## src/rtl/pfifo_axis_pkg.sv

```systemverilog
// Shared types and constants for the pixel-FIFO to AXI4-Stream video bridge.
package pfifo_axis_pkg;

  typedef enum logic {SYNC = 1'b0, STREAM = 1'b1} state_e;

  localparam int WORD_W   = 34;
  localparam int PIX_W    = 24;
  localparam int SOF_BIT  = 32;
  localparam int LAST_BIT = 33;

  localparam int R_HI = 23, R_LO = 16;
  localparam int G_HI = 15, G_LO = 8;
  localparam int B_HI = 7,  B_LO = 0;

  // 26-bit buffer payload {tuser, tlast, tdata}
  typedef struct packed {
    logic             tuser;
    logic             tlast;
    logic [PIX_W-1:0] tdata;
  } beat_t;

  function automatic logic [PIX_W-1:0] word_rgb(input logic [WORD_W-1:0] w);
    return {w[R_HI:R_LO], w[G_HI:G_LO], w[B_HI:B_LO]};
  endfunction

endpackage

```

## src/rtl/pfifo_axis_video_out_if.sv

```systemverilog
// FIFO read port plus AXI4-Stream video master, bundled for the bridge.
interface pfifo_axis_video_out_if;
  logic                                pfifo_rd_en;
  logic [pfifo_axis_pkg::WORD_W-1:0]   pfifo_dout;
  logic                                pfifo_empty;
  logic [pfifo_axis_pkg::PIX_W-1:0]    m_axis_tdata;
  logic                                m_axis_tvalid;
  logic                                m_axis_tready;
  logic                                m_axis_tuser;
  logic                                m_axis_tlast;

  modport master (
    output pfifo_rd_en, input pfifo_dout, input pfifo_empty,
    output m_axis_tdata, output m_axis_tvalid, output m_axis_tuser, output m_axis_tlast,
    input  m_axis_tready
  );

  modport slave (
    input  pfifo_rd_en, output pfifo_dout, output pfifo_empty,
    input  m_axis_tdata, input m_axis_tvalid, input m_axis_tuser, input m_axis_tlast,
    output m_axis_tready
  );
endinterface

```

## src/rtl/pfifo_axis_video_out_skid.sv

```systemverilog
// Two-entry output buffer with registered AXIS outputs; the upstream read-issue
// logic guarantees it is never pushed while full.
module axis_skid_buffer
  import pfifo_axis_pkg::*;
(
  input  logic       aclk,
  input  logic       aresetn,
  input  logic       push_i,
  input  beat_t      din_i,
  input  logic       ready_i,
  output logic       valid_o,
  output beat_t      dout_o,
  output logic [1:0] occ_o
);

  logic  out_vld_q, skid_vld_q;
  beat_t out_q, skid_q;
  logic  pop;

  assign pop     = out_vld_q && ready_i;
  assign valid_o = out_vld_q;
  assign dout_o  = out_q;
  // Occupancy net of this cycle's pop, so a full-rate stream keeps issuing reads.
  assign occ_o   = {1'b0, out_vld_q} + {1'b0, skid_vld_q} - {1'b0, pop};

  always_ff @(posedge aclk or negedge aresetn) begin
    if (!aresetn) begin
      out_vld_q  <= 1'b0;
      skid_vld_q <= 1'b0;
      out_q      <= '0;
      skid_q     <= '0;
    end else if (!out_vld_q || pop) begin
      if (skid_vld_q) begin
        out_q      <= skid_q;
        out_vld_q  <= 1'b1;
        skid_vld_q <= push_i;
        if (push_i) skid_q <= din_i;
      end else begin
        out_vld_q <= push_i;
        if (push_i) out_q <= din_i;
      end
    end else if (push_i) begin
      skid_q     <= din_i;
      skid_vld_q <= 1'b1;
    end
  end

endmodule

```

## src/rtl/pfifo_axis_video_out.sv

```systemverilog
// Pixel FIFO to AXI4-Stream video: SOF sync, x/y tracking with SOF error
// detection, frame stats, and read throttling against a 2-entry output buffer.
module pfifo_axis_video_out
  import pfifo_axis_pkg::*;
#(
  parameter int H_ACTIVE = 800,
  parameter int V_ACTIVE = 600
) (
  input  logic                          aclk,
  input  logic                          aresetn,
  pfifo_axis_video_out_if.master        bus,
  input  logic                          enable,
  output logic                          frame_done,
  output logic [15:0]                   frame_count,
  output logic                          err_sof_early,
  output logic                          err_sof_late,
  input  logic                          err_clear
);

  localparam int XW = (H_ACTIVE > 1) ? $clog2(H_ACTIVE) : 1;
  localparam int YW = (V_ACTIVE > 1) ? $clog2(V_ACTIVE) : 1;
  localparam logic [XW-1:0] X_LAST = XW'(H_ACTIVE - 1);
  localparam logic [YW-1:0] Y_LAST = YW'(V_ACTIVE - 1);

  state_e          state_q, state_d;
  logic [XW-1:0]   x_q, x_d, cx;
  logic [YW-1:0]   y_q, y_d, cy, oy_q, oy_base;
  logic            run_q, rd_pend_q;
  logic            err_early_q, err_late_q, set_early, set_late;
  logic [15:0]     fcnt_q;
  logic            push, sof, at_origin, fire;
  beat_t           push_beat, out_beat;
  logic            out_vld;
  logic [1:0]      occ;
  logic            unused_bits;

  assign unused_bits = ^{bus.pfifo_dout[LAST_BIT], bus.pfifo_dout[31:24]};
  assign sof         = bus.pfifo_dout[SOF_BIT];
  assign at_origin   = (x_q == '0) && (y_q == '0);

  // run_q holds reads off during and just after reset.
  assign bus.pfifo_rd_en = run_q && !bus.pfifo_empty &&
                           (({1'b0, occ} + {2'b0, rd_pend_q}) < 3'd2);

  always_comb begin
    push      = 1'b0;
    push_beat = '0;
    state_d   = state_q;
    x_d       = x_q;
    y_d       = y_q;
    cx        = x_q;
    cy        = y_q;
    set_early = 1'b0;
    set_late  = 1'b0;
    if (rd_pend_q) begin
      case (state_q)
        SYNC: if (sof && enable) begin
          push = 1'b1;
          cx   = '0;
          cy   = '0;
        end
        STREAM: if (!sof && at_origin) begin
          set_late = 1'b1;
          state_d  = SYNC;
        end else begin
          push = 1'b1;
          if (sof && !at_origin) begin
            set_early = 1'b1;
            cx        = '0;
            cy        = '0;
          end
        end
        default: state_d = SYNC;
      endcase
    end
    if (push) begin
      push_beat.tuser = sof;
      push_beat.tlast = (cx == X_LAST);
      push_beat.tdata = word_rgb(bus.pfifo_dout);
      state_d         = STREAM;
      if (cx == X_LAST) begin
        x_d = '0;
        if (cy == Y_LAST) begin
          y_d     = '0;
          // enable only matters at frame boundaries
          state_d = enable ? STREAM : SYNC;
        end else begin
          y_d = cy + 1'b1;
        end
      end else begin
        x_d = cx + 1'b1;
        y_d = cy;
      end
    end
  end

  always_ff @(posedge aclk or negedge aresetn) begin
    if (!aresetn) begin
      state_q     <= SYNC;
      x_q         <= '0;
      y_q         <= '0;
      run_q       <= 1'b0;
      rd_pend_q   <= 1'b0;
      err_early_q <= 1'b0;
      err_late_q  <= 1'b0;
    end else begin
      state_q     <= state_d;
      x_q         <= x_d;
      y_q         <= y_d;
      run_q       <= 1'b1;
      rd_pend_q   <= bus.pfifo_rd_en;
      err_early_q <= set_early ? 1'b1 : (err_clear ? 1'b0 : err_early_q);
      err_late_q  <= set_late  ? 1'b1 : (err_clear ? 1'b0 : err_late_q);
    end
  end

  axis_skid_buffer u_skid (
    .aclk    (aclk),
    .aresetn (aresetn),
    .push_i  (push),
    .din_i   (push_beat),
    .ready_i (bus.m_axis_tready),
    .valid_o (out_vld),
    .dout_o  (out_beat),
    .occ_o   (occ)
  );

  // Output-side line tracking lets frame_done land on the accepted tlast beat.
  assign fire       = out_vld && bus.m_axis_tready;
  assign oy_base    = out_beat.tuser ? '0 : oy_q;
  assign frame_done = fire && out_beat.tlast && (oy_base == Y_LAST);

  always_ff @(posedge aclk or negedge aresetn) begin
    if (!aresetn) begin
      oy_q   <= '0;
      fcnt_q <= '0;
    end else if (fire) begin
      if (out_beat.tlast) oy_q <= frame_done ? '0 : oy_base + 1'b1;
      else                oy_q <= oy_base;
      if (frame_done) fcnt_q <= fcnt_q + 16'd1;
    end
  end

  assign bus.m_axis_tvalid = out_vld;
  assign bus.m_axis_tdata  = out_beat.tdata;
  assign bus.m_axis_tuser  = out_beat.tuser;
  assign bus.m_axis_tlast  = out_beat.tlast;
  assign frame_count       = fcnt_q;
  assign err_sof_early     = err_early_q;
  assign err_sof_late      = err_late_q;

endmodule
```

## src/flat_wrapper.sv

```systemverilog
// flat-port wrapper written by rule: the top's interface ports become plain ports
module pfifo_axis_video_out_flat import pfifo_axis_pkg::*;
#(
  parameter int H_ACTIVE = 800,
  parameter int V_ACTIVE = 600
)
  (aclk, aresetn, enable, frame_done, frame_count, err_sof_early, err_sof_late, err_clear, bus_pfifo_rd_en, bus_pfifo_dout, bus_pfifo_empty, bus_m_axis_tdata, bus_m_axis_tvalid, bus_m_axis_tuser, bus_m_axis_tlast, bus_m_axis_tready);
  pfifo_axis_video_out_if bus_i ();
  input  logic aclk;
  input  logic aresetn;
  input  logic enable;
  output logic frame_done;
  output logic [15:0] frame_count;
  output logic err_sof_early;
  output logic err_sof_late;
  input  logic err_clear;
  output wire logic [$bits(bus_i.pfifo_rd_en)-1:0] bus_pfifo_rd_en;
  input wire logic [$bits(bus_i.pfifo_dout)-1:0] bus_pfifo_dout;
  input wire logic [$bits(bus_i.pfifo_empty)-1:0] bus_pfifo_empty;
  output wire logic [$bits(bus_i.m_axis_tdata)-1:0] bus_m_axis_tdata;
  output wire logic [$bits(bus_i.m_axis_tvalid)-1:0] bus_m_axis_tvalid;
  output wire logic [$bits(bus_i.m_axis_tuser)-1:0] bus_m_axis_tuser;
  output wire logic [$bits(bus_i.m_axis_tlast)-1:0] bus_m_axis_tlast;
  input wire logic [$bits(bus_i.m_axis_tready)-1:0] bus_m_axis_tready;
  assign bus_pfifo_rd_en = bus_i.pfifo_rd_en;
  assign bus_i.pfifo_dout = bus_pfifo_dout;
  assign bus_i.pfifo_empty = bus_pfifo_empty;
  assign bus_m_axis_tdata = bus_i.m_axis_tdata;
  assign bus_m_axis_tvalid = bus_i.m_axis_tvalid;
  assign bus_m_axis_tuser = bus_i.m_axis_tuser;
  assign bus_m_axis_tlast = bus_i.m_axis_tlast;
  assign bus_i.m_axis_tready = bus_m_axis_tready;
  pfifo_axis_video_out #(.H_ACTIVE(H_ACTIVE), .V_ACTIVE(V_ACTIVE)) u_core (.aclk(aclk), .aresetn(aresetn), .bus(bus_i), .enable(enable), .frame_done(frame_done), .frame_count(frame_count), .err_sof_early(err_sof_early), .err_sof_late(err_sof_late), .err_clear(err_clear));
endmodule
```

## config.mk

```make
export PLATFORM = sky130hd
export DESIGN_NAME = pfifo_axis_video_out_flat
export DESIGN_NICKNAME = d
export VERILOG_FILES = /design/src/rtl/pfifo_axis_pkg.sv /design/src/rtl/pfifo_axis_video_out_if.sv /design/src/rtl/pfifo_axis_video_out_skid.sv /design/src/rtl/pfifo_axis_video_out.sv /design/src/flat_wrapper.sv
export SDC_FILE = /design/constraint.sdc
export NUM_CORES = 1
export LEC_CHECK = 0
export ABC_AREA = 1
export CORE_ASPECT_RATIO = 0.5
export CORE_MARGIN = 2
export CORE_UTILIZATION = 35
export CTS_BUF_LIST = sky130_fd_sc_hd__clkbuf_4
export DETAILED_ROUTE_END_ITERATION = 8
export PLACE_DENSITY = 0.63
export SETUP_SLACK_MARGIN = 0.02
export SLEW_MARGIN = 10
export SYNTH_ARGS = -nofsm -noshare
export SYNTH_HDL_FRONTEND = slang
export SYNTH_SLANG_ARGS = --single-unit
```

## constraint.sdc

```tcl
create_clock -name aclk -period 3.3 [get_ports aclk]
set_clock_uncertainty 0.2 [all_clocks]
set_input_delay 0.825 -clock aclk [delete_from_list [all_inputs] [get_ports aclk]]
set_output_delay 0.825 -clock aclk [all_outputs]
set_load 0.01 [all_outputs]
```

Word-level counts from Yosys, hierarchy flattened
Index checks and enable logic that the tools add are counted.
W data, S select, Z words.

cells by class
  bitwise operators = 1
  equality and inequality tests = 4
  add/sub/neg operators = 7
  reductions and logical operators = 23
  multiplexer cells = 45
  order comparisons = 1

operators with widths
  operator                 number
  $mux W10                 14
  $mux W26                 5
  $pmux W10 S2             2
  $add A10 B1 Y10 const B  3
  $eq A10 B10 Y1 const B   3
  $mux W1                  23
  $logic_not A10 Y1        2
  $add A16 B1 Y16 const B  1
  $reduce_bool A2 Y1       5
  $logic_and A1 B1 Y1      9
  $logic_not A1 Y1         4
  $reduce_and A2 Y1        2
  $add A2 B1 Y3            1
  $lt A3 B2 Y1 const B     1
  $add A1 B1 Y2            1
  $ne A2 B2 Y1 const B     1
  $pmux W1 S2              1
  $sub A2 B1 Y2            1
  $logic_or A1 B1 Y1       1
  $not A1 Y1               1

storage, ports and cells
  register bits after elaboration = 105
  word-level logic and storage cells = 98

Depth between registers and ports, before layout
Gate-level depths: netlist of the first run.

  word-level depth = 12
  mapped depth = 20

Cells and area by module
Synthesis of the first run repeated with hierarchy kept, for this count alone.

second synthesis, totals
  cell total of the unflattened synthesis = 783
  area, all modules = 5824.3 um2

by module, submodules not included
  module                area an instance (um2)  times used  seq. area each (um2)  cells each
  pfifo_axis_video_out  3284.4                  1           1276.2                460
  axis_skid_buffer      2539.9                  1           1351.3                323

Worst setup path before layout of the first run
OpenSTA, ideal clock, no wires.

  path kind = input port to output port
  start = input bus_m_axis_tready
  end = output bus_pfifo_rd_en
  setup slack = -0.103 ns
  stages = 6
  arrival time = 2.378 ns
  cells stage by stage = nand2_1 inv_1 ha_1 inv_1 ha_1 a2111oi_0

between the ends
  longest elaborated chain between the ends = 5

ends and longest elaborated chain
  item                 line                             source
  start, declared      flat_wrapper.sv:24               input wire logic [$bits(bus_i.m_axis_tready)-1:0] bus_m_axis_tready;
  $logic_and A1 B1 Y1  -
  via u_core.fire      pfifo_axis_video_out.sv:31       logic push, sof, at_origin, fire;
  $sub A2 B1 Y2        pfifo_axis_video_out_skid.sv:24  assign occ_o = {1'b0, out_vld_q} + {1'b0, skid_vld_q} - {1'b0, pop};
  $add A2 B1 Y3        pfifo_axis_video_out.sv:43       (({1'b0, occ} + {2'b0, rd_pend_q}) < 3'd2);
  $lt A3 B2 Y1         pfifo_axis_video_out.sv:43
  $logic_and A1 B1 Y1  pfifo_axis_video_out.sv:42       assign bus.pfifo_rd_en = run_q && !bus.pfifo_empty &&
  end, declared        flat_wrapper.sv:17               output wire logic [$bits(bus_i.pfifo_rd_en)-1:0] bus_pfifo_rd_en;

The timed path passes the listed nets, and every way through them passes these cells.

Final worst setup path of the first run
Ends and elaborated chain as after synthesis.

==> results of run 1 <==
## final cells by class
type	instances	area (µm²)	share of cell area
repair buffers	109	1017	0.1500
inverters	63	244.0	0.03597
multi-input cells	437	2522	0.3719
flip-flops and latches	105	2628	0.3874
well taps	204	255.2	0.03763
clock inverters	6	41.29	0.006087
clock buffers	10	75.07	0.01107
## flip-flops by register name, indices dropped and copies added (netlist names), 10 cells and up
name / cells
u_core.u_skid.dout_o: 26
u_core.u_skid.skid_q: 26
u_core.frame_count: 16
u_core.oy_q: 10
u_core.x_q: 10
u_core.y_q: 10
## critical path: cells and delay by family
family                   cells  cell delay (ns)
adder cells (fa/ha/maj)      2             0.46
AND/OR/NAND/NOR              1             0.09
buffers and inverters        4             0.44
AO/OA/AOI/OAI                1             0.35
## cells by family (layout without fill, tap and decap cells)
group,after synthesis,count (layout)
AND/OR/NAND/NOR,306,306
flip-flops,105,105
buffers and inverters,85,188
AO/OA/AOI/OAI,75,75
XOR/XNOR,25,25
multiplexers,24,24
adder cells (fa/ha/maj),6,6
other,1,1
## power by group through the flow
| stage | registers [W] | clock network, W | logic [W] |
|---|---|---|---|
| after floorplan | 0.00202 | 0 | 0.000918 |
| after detailed placement | 0.00200 | 0 | 0.00162 |
| after global placement | 0.00199 | 0 | 0.00159 |
| final | 0.00198 | 0.000600 | 0.00165 |
| after CTS | 0.00198 | 0.000638 | 0.00165 |
| after global routing | 0.00203 | 0.000683 | 0.00183 |
## placed cells by master (no fill, tap or decap), types with 2 or more instances in the layout
cell type	count
mux2_2	20
inv_6	2
nor2_4	2
dfrtp_1	105
o21ai_1	8
nand2_2	7
a31oi_1	25
clkinv_1	2
mux2_4	4
xor2_1	15
clkdlybuf4s50_1	73
nand4_2	3
o211ai_1	2
o21ai_0	22
nand4_1	16
nor3_1	3
buf_4	32
o22ai_1	8
xnor2_1	10
a21oi_4	2
nor3_2	4
ha_1	5
nor4_1	6
inv_1	57
nor2_2	13
nand2_1	152
inv_2	5
nor2_1	65
nand3_1	28
clkbuf_4	10
## metrics by stage
stage | power, W | hold WS [ns] | cells | setup WS [ns]
after floorplan | 0.002935 | 0.2530 | 627 | 0.02993
after global placement | 0.003580 | 0.2664 | 916 | -0.7496
after detailed placement | 0.003627 | 0.2676 | 916 | -0.7936
after CTS | 0.004263 | 0.1182 | 933 | -0.2201
after global routing | 0.004552 | 0.1349 | 934 | 0.04801
final | 0.004225 | 0.1253 | 934 | 0.1105
## routing by layer
metal	up-vias	wire (µm)	part of all wire
met1	2177	5820	0.47
met5	-	0	0
met3	16	506	0.041
met2	102	5981	0.48
met4	0	159	0.013
li1	2265	-	-
## worst paths after layout
path / start / to / slack, ns / depth (start not counted)
setup / recovery: bus_m_axis_tready / bus_pfifo_rd_en / 0.11 / 8
hold / removal: aresetn / u_core.y_q[9] / 0.13 / 1
setup reg to reg: u_core.y_q[5] / u_core.state_q / 0.44 / 15
hold reg to reg: u_core.frame_count[15] / u_core.frame_count[15] / 0.29 / 1
max in group asynchronous: aresetn / u_core.u_skid.skid_vld_q / 2.03 / 2
min in group aclk: u_core.frame_count[15] / u_core.frame_count[15] / 0.29 / 1
## timing repair
action,4_1_cts,5_1_grt
pin swaps,1,2
buffers inserted,1,1
endpoints found under the setup margin,2,2
resized for setup,8,7
==> impl_metrics.json, run 1 <==
{
  "fin_crit_sh": 0.9665,
  "critPathRequiredTime_ns": 2.27,
  "drtIter0Drc": 233,
  "yosysWarningCount": 0,
  "yosys_most_used_dff": "dfrtp_1",
  "final_cell_area_um2": 6783,
  "syn_avg_cell_area_um2": 8.780,
  "place_area_um2": 6615,
  "antenna_found_initial": 0,
  "p_int_w": 0.002689,
  "cts_buffer_depth": 2,
  "min_period_ns": 3.190,
  "placementRows": 32,
  "async_flop_share": 1.000,
  "ctsHoldBuffers": 0,
  "first_pass_iters": 5,
  "yosys-top-cells-area": "dfrtp_1 48%, nand2_1 11%, nor2_1 4.4%, inv_1 4.1%, mux2_2 4.1%",
  "syn_nets": 673,
  "tns_ns": 0,
  "path_class": "in2out",
  "cp-end-kind": "output pin",
  "synth_compound_area_frac": 0.08636,
  "die_y_um": 92.69,
  "top_usage_layer": "met2",
  "hold_class": "in2async",
  "synth_mux_area_frac": 0.05182,
  "power.switching_w": 0.001536,
  "yosys.area_share.simple": 0.2584,
  "fp.dieW_um": 181.4,
  "cp-start-kind": "input pin",
  "port_buffers": 77,
  "synthesis.area_um2": 5505,
  "fillers": 1477,
  "cts_made_buffers": 9,
  "synthCells": 627,
  "avgRoutedWirePerCell_um": 13.35,
  "crit_fanout": 2,
  "maxCapViolations": 0,
  "final_nets": 771,
  "first_global_vias": 4471,
  "path_common_cell": "inv_2",
  "synth_top_area_share": 0.4773,
  "viasPerCell": 4.882,
  "drv_slew": 0,
  "synthAdderAreaFrac": 0.01364,
  "grtUsageTotal": 0.1548,
  "routed-via-count": 4560,
  "synth_top_area_cell": "dfrtp_1",
  "io_pins": 87,
  "grt_max_degree": 53,
  "htree_levels": 3,
  "synth_edf_count": 0,
  "status": "finished clean",
  "slowest_delay_ns": 0.35,
  "worst_path_max_delay_cell": "a2111oi_4",
  "cts_root_buffer": "clkbuf_4",
  "fmax_ghz": 0.3135,
  "cts_sinks": 105,
  "dieArea_um2": 16810,
  "area_growth_pct": 23.20,
  "yosysMostFrequentCell": "nand2_1",
  "rsz0062_at_grt": "false",
  "grt.met2_usage": 0.2672,
  "totalWireLength_um": 12470,
  "start_util": 0.3581,
  "grt_pass1_wl_um": 21090,
  "combinationalPowerShare": 0.390,
  "power.density_nw_per_um2": 622.9,
  "cts_tree": "done",
  "ys_top_cells_by_count": "154 x nand2_1, 105 x dfrtp_1, 65 x nor2_1, 60 x inv_1, 28 x nand3_1",
  "power.share.switching": 0.3635,
  "slew_headroom": 0.3236,
  "vdd_drop_max_uv": 228.8,
  "drive_gt1_frac": 0.1603,
  "synth_top_family_by_area": "simple AND/OR/NAND/NOR gates",
  "crit_chain": "dlymetal6s2s_1 -> nand2_2 -> inv_2 -> ha_1 -> inv_2 -> ha_4 -> a2111oi_4 -> buf_2",
  "setup_viol": 0,
  "path_clk_slew_ns": 0.16,
  "synthXorXnorAreaFrac": 0.03977,
  "power_frac_clock": 0.142,
  "ant_nets": 0,
  "arrival_ns": 2.16,
  "finalHoldViolations": 0,
  "diodes": 0,
  "use_met1": 0.1970,
  "p_leak_nw": 3.082,
  "gr-usage-met3": 0.03343,
  "p_seq_frac": 0.468,
  "core_area_um2": 15370,
  "synth.distinct_cells": 48,
  "worstMarginPinSlew_ns": 1.011,
  "overflow": 0,
  "seq_area_frac_synth": 0.4773,
  "drc": 0,
  "routabilityCongestion": 0.8823,
  "final_core_util": 0.4412,
  "dpl.hpwl_um": 8787,
  "clk_latency_ns": 0.45,
  "ys_ff_latch": 105
}
No activity file was read; power rests on OpenSTA's default activity.
==> run 2: changes to the inputs <==
- SYNTH_HIERARCHICAL: default -> 1
- clock period: 3.3 -> 3.65 ns (I/O delays scaled with it)
==> impl_metrics.json, run 2 <==
{
  "syn_nets": 829,
  "synth_top_family_by_area": "simple AND/OR/NAND/NOR gates",
  "routabilityCongestion": 0.8386,
  "path_clk_slew_ns": 0.17,
  "r2r_start": "u_core/y_q[6]",
  "drc": 0,
  "drive_gt1_frac": 0.09404,
  "synth_compound_area_frac": 0.04941,
  "cp-end-kind": "output pin",
  "htree_levels": 3,
  "cts_root_buffer": "clkbuf_4",
  "cts_made_buffers": 9,
  "async_flop_share": 1.000,
  "ys_top_cells_by_count": "299 x nand2_1, 105 x dfrtp_1, 80 x inv_1, 73 x nor2_1, 55 x nand3_1",
  "path_common_cell": "inv_1",
  "diodes": 0,
  "dpl.hpwl_um": 9354,
  "first_global_vias": 5060,
  "io_pins": 87,
  "synth_top_area_share": 0.4511,
  "place_area_um2": 6893,
  "layout_commonest_cell": "nand2_1",
  "core_area_um2": 16310,
  "syn_avg_cell_area_um2": 7.438,
  "worstPathBufferInverterCount": 5,
  "synthXorXnorAreaFrac": 0.03459,
  "p_leak_nw": 3.602,
  "port_buffers": 77,
  "first_pass_iters": 5,
  "placementRows": 33,
  "setup_viol": 0,
  "clk_latency_ns": 0.47,
  "fillers": 1679,
  "area_growth_pct": 21.22,
  "yosys-top-cells-area": "dfrtp_1 45%, nand2_1 19%, inv_1 5.2%, nand3_1 4.7%, nor2_1 4.7%",
  "worstMarginPinSlew_ns": 0.5822,
  "rrSetupSlack_ns": 0.88,
  "yosys_most_used_dff": "dfrtp_1",
  "crit_family": "buffers and inverters",
  "synthesis.area_um2": 5824,
  "routed-via-count": 5205,
  "crit_fanout": 2,
  "dieArea_um2": 17750,
  "antenna_found_initial": 0,
  "yosysWarningCount": 6,
  "die_y_um": 95.22,
  "cts_sinks": 105,
  "maxCapViolations": 0,
  "final_nets": 913,
  "ys_ff_latch": 105,
  "seq_area_frac_synth": 0.4511,
  "timing.rr.end": "u_core/y_q[6]",
  "synthAdderAreaFrac": 0.01289,
  "grt_pass1_wl_um": 23560,
  "synth_mux_area_frac": 0,
  "drv_slew": 0,
  "cts_setup_buffers": 0,
  "worst_path_max_delay_cell": "ha_1",
  "slew_headroom": 0.6119,
  "synthCells": 783,
  "rsz0062_at_grt": "false",
  "min_period_ns": 3.484,
  "crit_chain": "dlygate4sd2_1 -> nand2_1 -> inv_1 -> ha_1 -> inv_1 -> ha_4 -> xor2_2 -> a2111oi_4 -> buf_4 -> buf_6",
  "power.density_nw_per_um2": 477.6,
  "grtUsageTotal": 0.1631,
  "cp-start-kind": "input pin",
  "fmax_ghz": 0.2870,
  "yosys.area_share.simple": 0.3622,
  "setup_ws_ns": 0.1656,
  "path_class": "in2out",
  "start_util": 0.3571,
  "final_cell_mix": "298 x nand2_1, 105 x dfrtp_1, 80 x inv_1",
  "cts_tree": "done",
  "final_cell_area_um2": 7061,
  "finalHoldViolations": 0,
  "critPathRequiredTime_ns": 2.54,
  "avgRoutedWirePerCell_um": 12.40,
  "hold_class": "in2async",
  "drtIter0Drc": 372,
  "synth_edf_count": 0,
  "cts_buffer_depth": 2,
  "overflow": 0,
  "grt_max_degree": 48,
  "fin_crit_sh": 0.9546,
  "fp.dieW_um": 186.4,
  "totalWireLength_um": 13630,
  "arrival_ns": 2.37,
  "status": "finished clean",
  "reg2reg_depth": 17,
  "synth.distinct_cells": 41,
  "synth_top_area_cell": "dfrtp_1",
  "ctsHoldBuffers": 0,
  "slowest_delay_ns": 0.27,
  "ant_nets": 0,
  "vdd_drop_max_uv": 159.9,
  "post-place-ws_ns": -0.5850,
  "viasPerCell": 4.736,
  "yosysMostFrequentCell": "nand2_1"
}
[run 2: how the worst max path moves through the flow]
stage               slack [ns]              end  cells after the start                      from
floorplan                 0.21  bus_pfifo_rd_en                      6         bus_m_axis_tready
global placement         -0.55  bus_pfifo_rd_en                      9         bus_m_axis_tready
detailed placement       -0.59  bus_pfifo_rd_en                      9         bus_m_axis_tready
CTS                       0.18       frame_done                      7  u_core/u_skid/dout_o[25]
global route              0.04       frame_done                      7  u_core/u_skid/dout_o[25]
finish                    0.17  bus_pfifo_rd_en                     10         bus_m_axis_tready
[run 2: cell type report]
cell class                 count  area (µm²)  area share
multi-input combinational    561        2731      0.3869
sequential                   105        2628      0.3721
timing repair buffer          98       950.9      0.1347
inverter                      92       345.3     0.04891
tap                          227       284.0     0.04023
clock buffer                  11       82.58     0.01170
clock inverter                 5       38.79    0.005494
[run 2: repair_timing]
item / CTS / global route
setup endpoints to repair: 2 / 0
hold endpoints to repair: 0 / 0
resized for setup: 13 / 0
[run 2: cells by family after synthesis]
kind of cell	count (synthesis)
buffers and inverters	117
XOR/XNOR	23
AO/OA/AOI/OAI	49
other	1
flip-flops	105
AND/OR/NAND/NOR	482
adder cells (fa/ha/maj)	6
[run 2: layer usage]
metal / routed length [µm] / global-route usage
met1: 6543 / 0.2044
met3: 453 / 0.03349
met2: 6463 / 0.2895
met5: 0 / 0
met4: 170 / 0.04733
[run 2: power by group]
group | total (W) | switching (W) | internal, W
logic | 0.00124 | 0.000742 | 0.000503
registers | 0.00157 | 0.000167 | 0.00140
clock network | 0.000561 | 0.000400 | 0.000162
total | 0.00337 | 0.00131 | 0.00206
[run 2: through the flow]
step           hold slack, ns  setup TNS [ns]  instances    util  total power (W)
2_1_floorplan          0.2422               0        783       -         0.002323
3_3_place_gp           0.2531         -0.6335       1083  0.4226         0.002780
3_5_place_dp           0.2582         -0.6489       1083  0.4226         0.002809
4_1_cts                0.2095               0       1099  0.4329         0.003407
5_1_grt                0.2053               0       1099  0.4329         0.003635
6_report               0.2178               0       1099  0.4329         0.003372
==> run 3: changes to the inputs <==
- CELL_PAD_IN_SITES_DETAIL_PLACEMENT: default -> 0
- CELL_PAD_IN_SITES_GLOBAL_PLACEMENT: default -> 2
- CORE_UTILIZATION: 35 -> 32
- PLACE_DENSITY: 0.63 -> 0.89
==> impl_metrics.json, run 3 (same netlist as run 2, synthesis figures left out) <==
{
  "diodes": 0,
  "final_cell_mix": "299 x nand2_1, 105 x dfrtp_1, 80 x inv_1",
  "first_global_vias": 5119,
  "place_area_um2": 6882,
  "ant_nets": 0,
  "clk_latency_ns": 0.48,
  "first_pass_iters": 4,
  "overflow": 0,
  "cp-end-kind": "output pin",
  "viasPerCell": 4.616,
  "final_nets": 912,
  "cts_buffer_depth": 2,
  "power.density_nw_per_um2": 488.6,
  "rrSetupSlack_ns": 0.84,
  "finalHoldViolations": 0,
  "cts_tree": "done",
  "drtIter0Drc": 294,
  "crit_chain": "dlygate4sd2_1 -> nand2_1 -> inv_1 -> ha_1 -> inv_1 -> ha_1 -> a2111oi_2 -> buf_4 -> buf_6",
  "hold_ws_ns": 0.2351,
  "drive_gt1_frac": 0.08955,
  "routed-via-count": 5101,
  "critPathRequiredTime_ns": 2.54,
  "die_y_um": 99.40,
  "port_buffers": 77,
  "dpl.hpwl_um": 10140,
  "dieArea_um2": 19360,
  "grt_max_degree": 54,
  "routabilityCongestion": 0.8306,
  "rsz0062_at_grt": "false",
  "reg2reg_depth": 18,
  "setup_viol": 0,
  "crit_fanout": 2,
  "slowest_delay_ns": 0.29,
  "area_growth_pct": 20.92,
  "min_period_ns": 3.497,
  "arrival_ns": 2.38,
  "fin_crit_sh": 0.9580,
  "cts_made_buffers": 9,
  "dp_cells": 1089,
  "timing.rr.end": "u_core/u_skid/dout_o[24]",
  "r2r_start": "u_core/x_q[6]",
  "stdcell_count": 1105,
  "core_area_um2": 17610,
  "maxCapViolations": 0,
  "start_util": 0.3307,
  "final_core_util": 0.3999,
  "path_clk_slew_ns": 0.18,
  "placementRows": 34,
  "fp.dieW_um": 194.8,
  "fmax_ghz": 0.2860,
  "vdd_drop_max_uv": 164.2,
  "grt_pass1_wl_um": 25460,
  "fillers": 1885,
  "drv_slew": 0,
  "layout_commonest_cell": "nand2_1",
  "worstMarginPinSlew_ns": 0.7101,
  "io_pins": 87,
  "hold_class": "in2async",
  "antenna_found_initial": 0,
  "htree_levels": 3,
  "worst_path_max_delay_cell": "a2111oi_2",
  "final_cell_area_um2": 7043,
  "drc": 0,
  "totalWireLength_um": 14440,
  "p_leak_nw": 3.615,
  "cts_sinks": 105,
  "cts_root_buffer": "clkbuf_4",
  "status": "finished clean",
  "path_class": "in2out",
  "slew_headroom": 0.5266,
  "cp-start-kind": "input pin",
  "avgRoutedWirePerCell_um": 13.07,
  "grtUsageTotal": 0.1618
}
==> run 3: changes by cell type in the layout (fill, tap and decap cells not counted), sizes merged <==
cell / previous run / this run
clkbuf: 11 / 9
buf: 23 / 22
bufinv: 0 / 1
clkdlybuf4s50: 74 / 73
clkinv: 5 / 6
dlygate4sd2: 1 / 2
==> run 3: repair_timing <==
| action | in CTS | in global routing |
|---|---|---|
| hold buffers | 0 | 0 |
| setup buffers | 0 | 0 |
| setup endpoints to repair | 2 | 0 |
| resized for setup | 9 | 0 |
==> run 3: how the worst max path moves through the flow <==
stage,from,endpoint,slack [ns],cells past startpoint
floorplan,bus_m_axis_tready,bus_pfifo_rd_en,0.21,6
global placement,bus_m_axis_tready,bus_pfifo_rd_en,-0.55,9
detailed placement,bus_m_axis_tready,bus_pfifo_rd_en,-0.55,9
CTS,bus_m_axis_tready,bus_pfifo_rd_en,0.15,9
global route,bus_m_axis_tready,bus_pfifo_rd_en,0.07,9
finish,bus_m_axis_tready,bus_pfifo_rd_en,0.15,9
==> run 3: layer usage <==
layer | GRT usage | routed length, µm | vias to the layer above
li1 | - | - | 2622
met1 | 0.2142 | 7124 | 2411
met2 | 0.2798 | 6840 | 56
met3 | 0.02950 | 368 | 12
met4 | 0.03347 | 106 | 0
met5 | 0 | 0 | -
==> run 3: cell type report <==
class / instances / area, µm² / share of cell area
clock inverter: 7 / 88.84 / 0.01261
inverter: 92 / 345.3 / 0.04903
timing repair buffer: 97 / 929.6 / 0.1320
clock buffer: 9 / 67.56 / 0.009593
sequential: 105 / 2628 / 0.3731
multi-input combinational: 561 / 2691 / 0.3821
tap: 234 / 292.8 / 0.04157
==> run 3: power by group <==
| part | switching (W) | internal, W | total [W] |
|---|---|---|---|
| Combinational | 0.000725 | 0.000486 | 0.00121 |
| Clock | 0.000434 | 0.000223 | 0.000658 |
| Sequential | 0.000173 | 0.00140 | 0.00157 |
| Total | 0.00133 | 0.00211 | 0.00344 |
==> run 3: metrics by stage <==
| step | setup WS (ns) | setup TNS, ns | total power, W |
|---|---|---|---|
| after detailed placement | -0.5462 | -0.6111 | 0.002818 |
| after CTS | 0.1501 | 0 | 0.003500 |
| after floorplan | 0.2149 | 0 | 0.002323 |
| after global routing | 0.07191 | 0 | 0.003728 |
| after global placement | -0.5522 | -0.6213 | 0.002805 |
| final | 0.1533 | 0 | 0.003441 |
==> run 3: worst max-delay path: cells and delay by family <==
kind	cells	cell delay, ns
simple gates	1	0.06
compound gates	1	0.29
buf+inv	5	0.58
fa+ha+maj	2	0.54
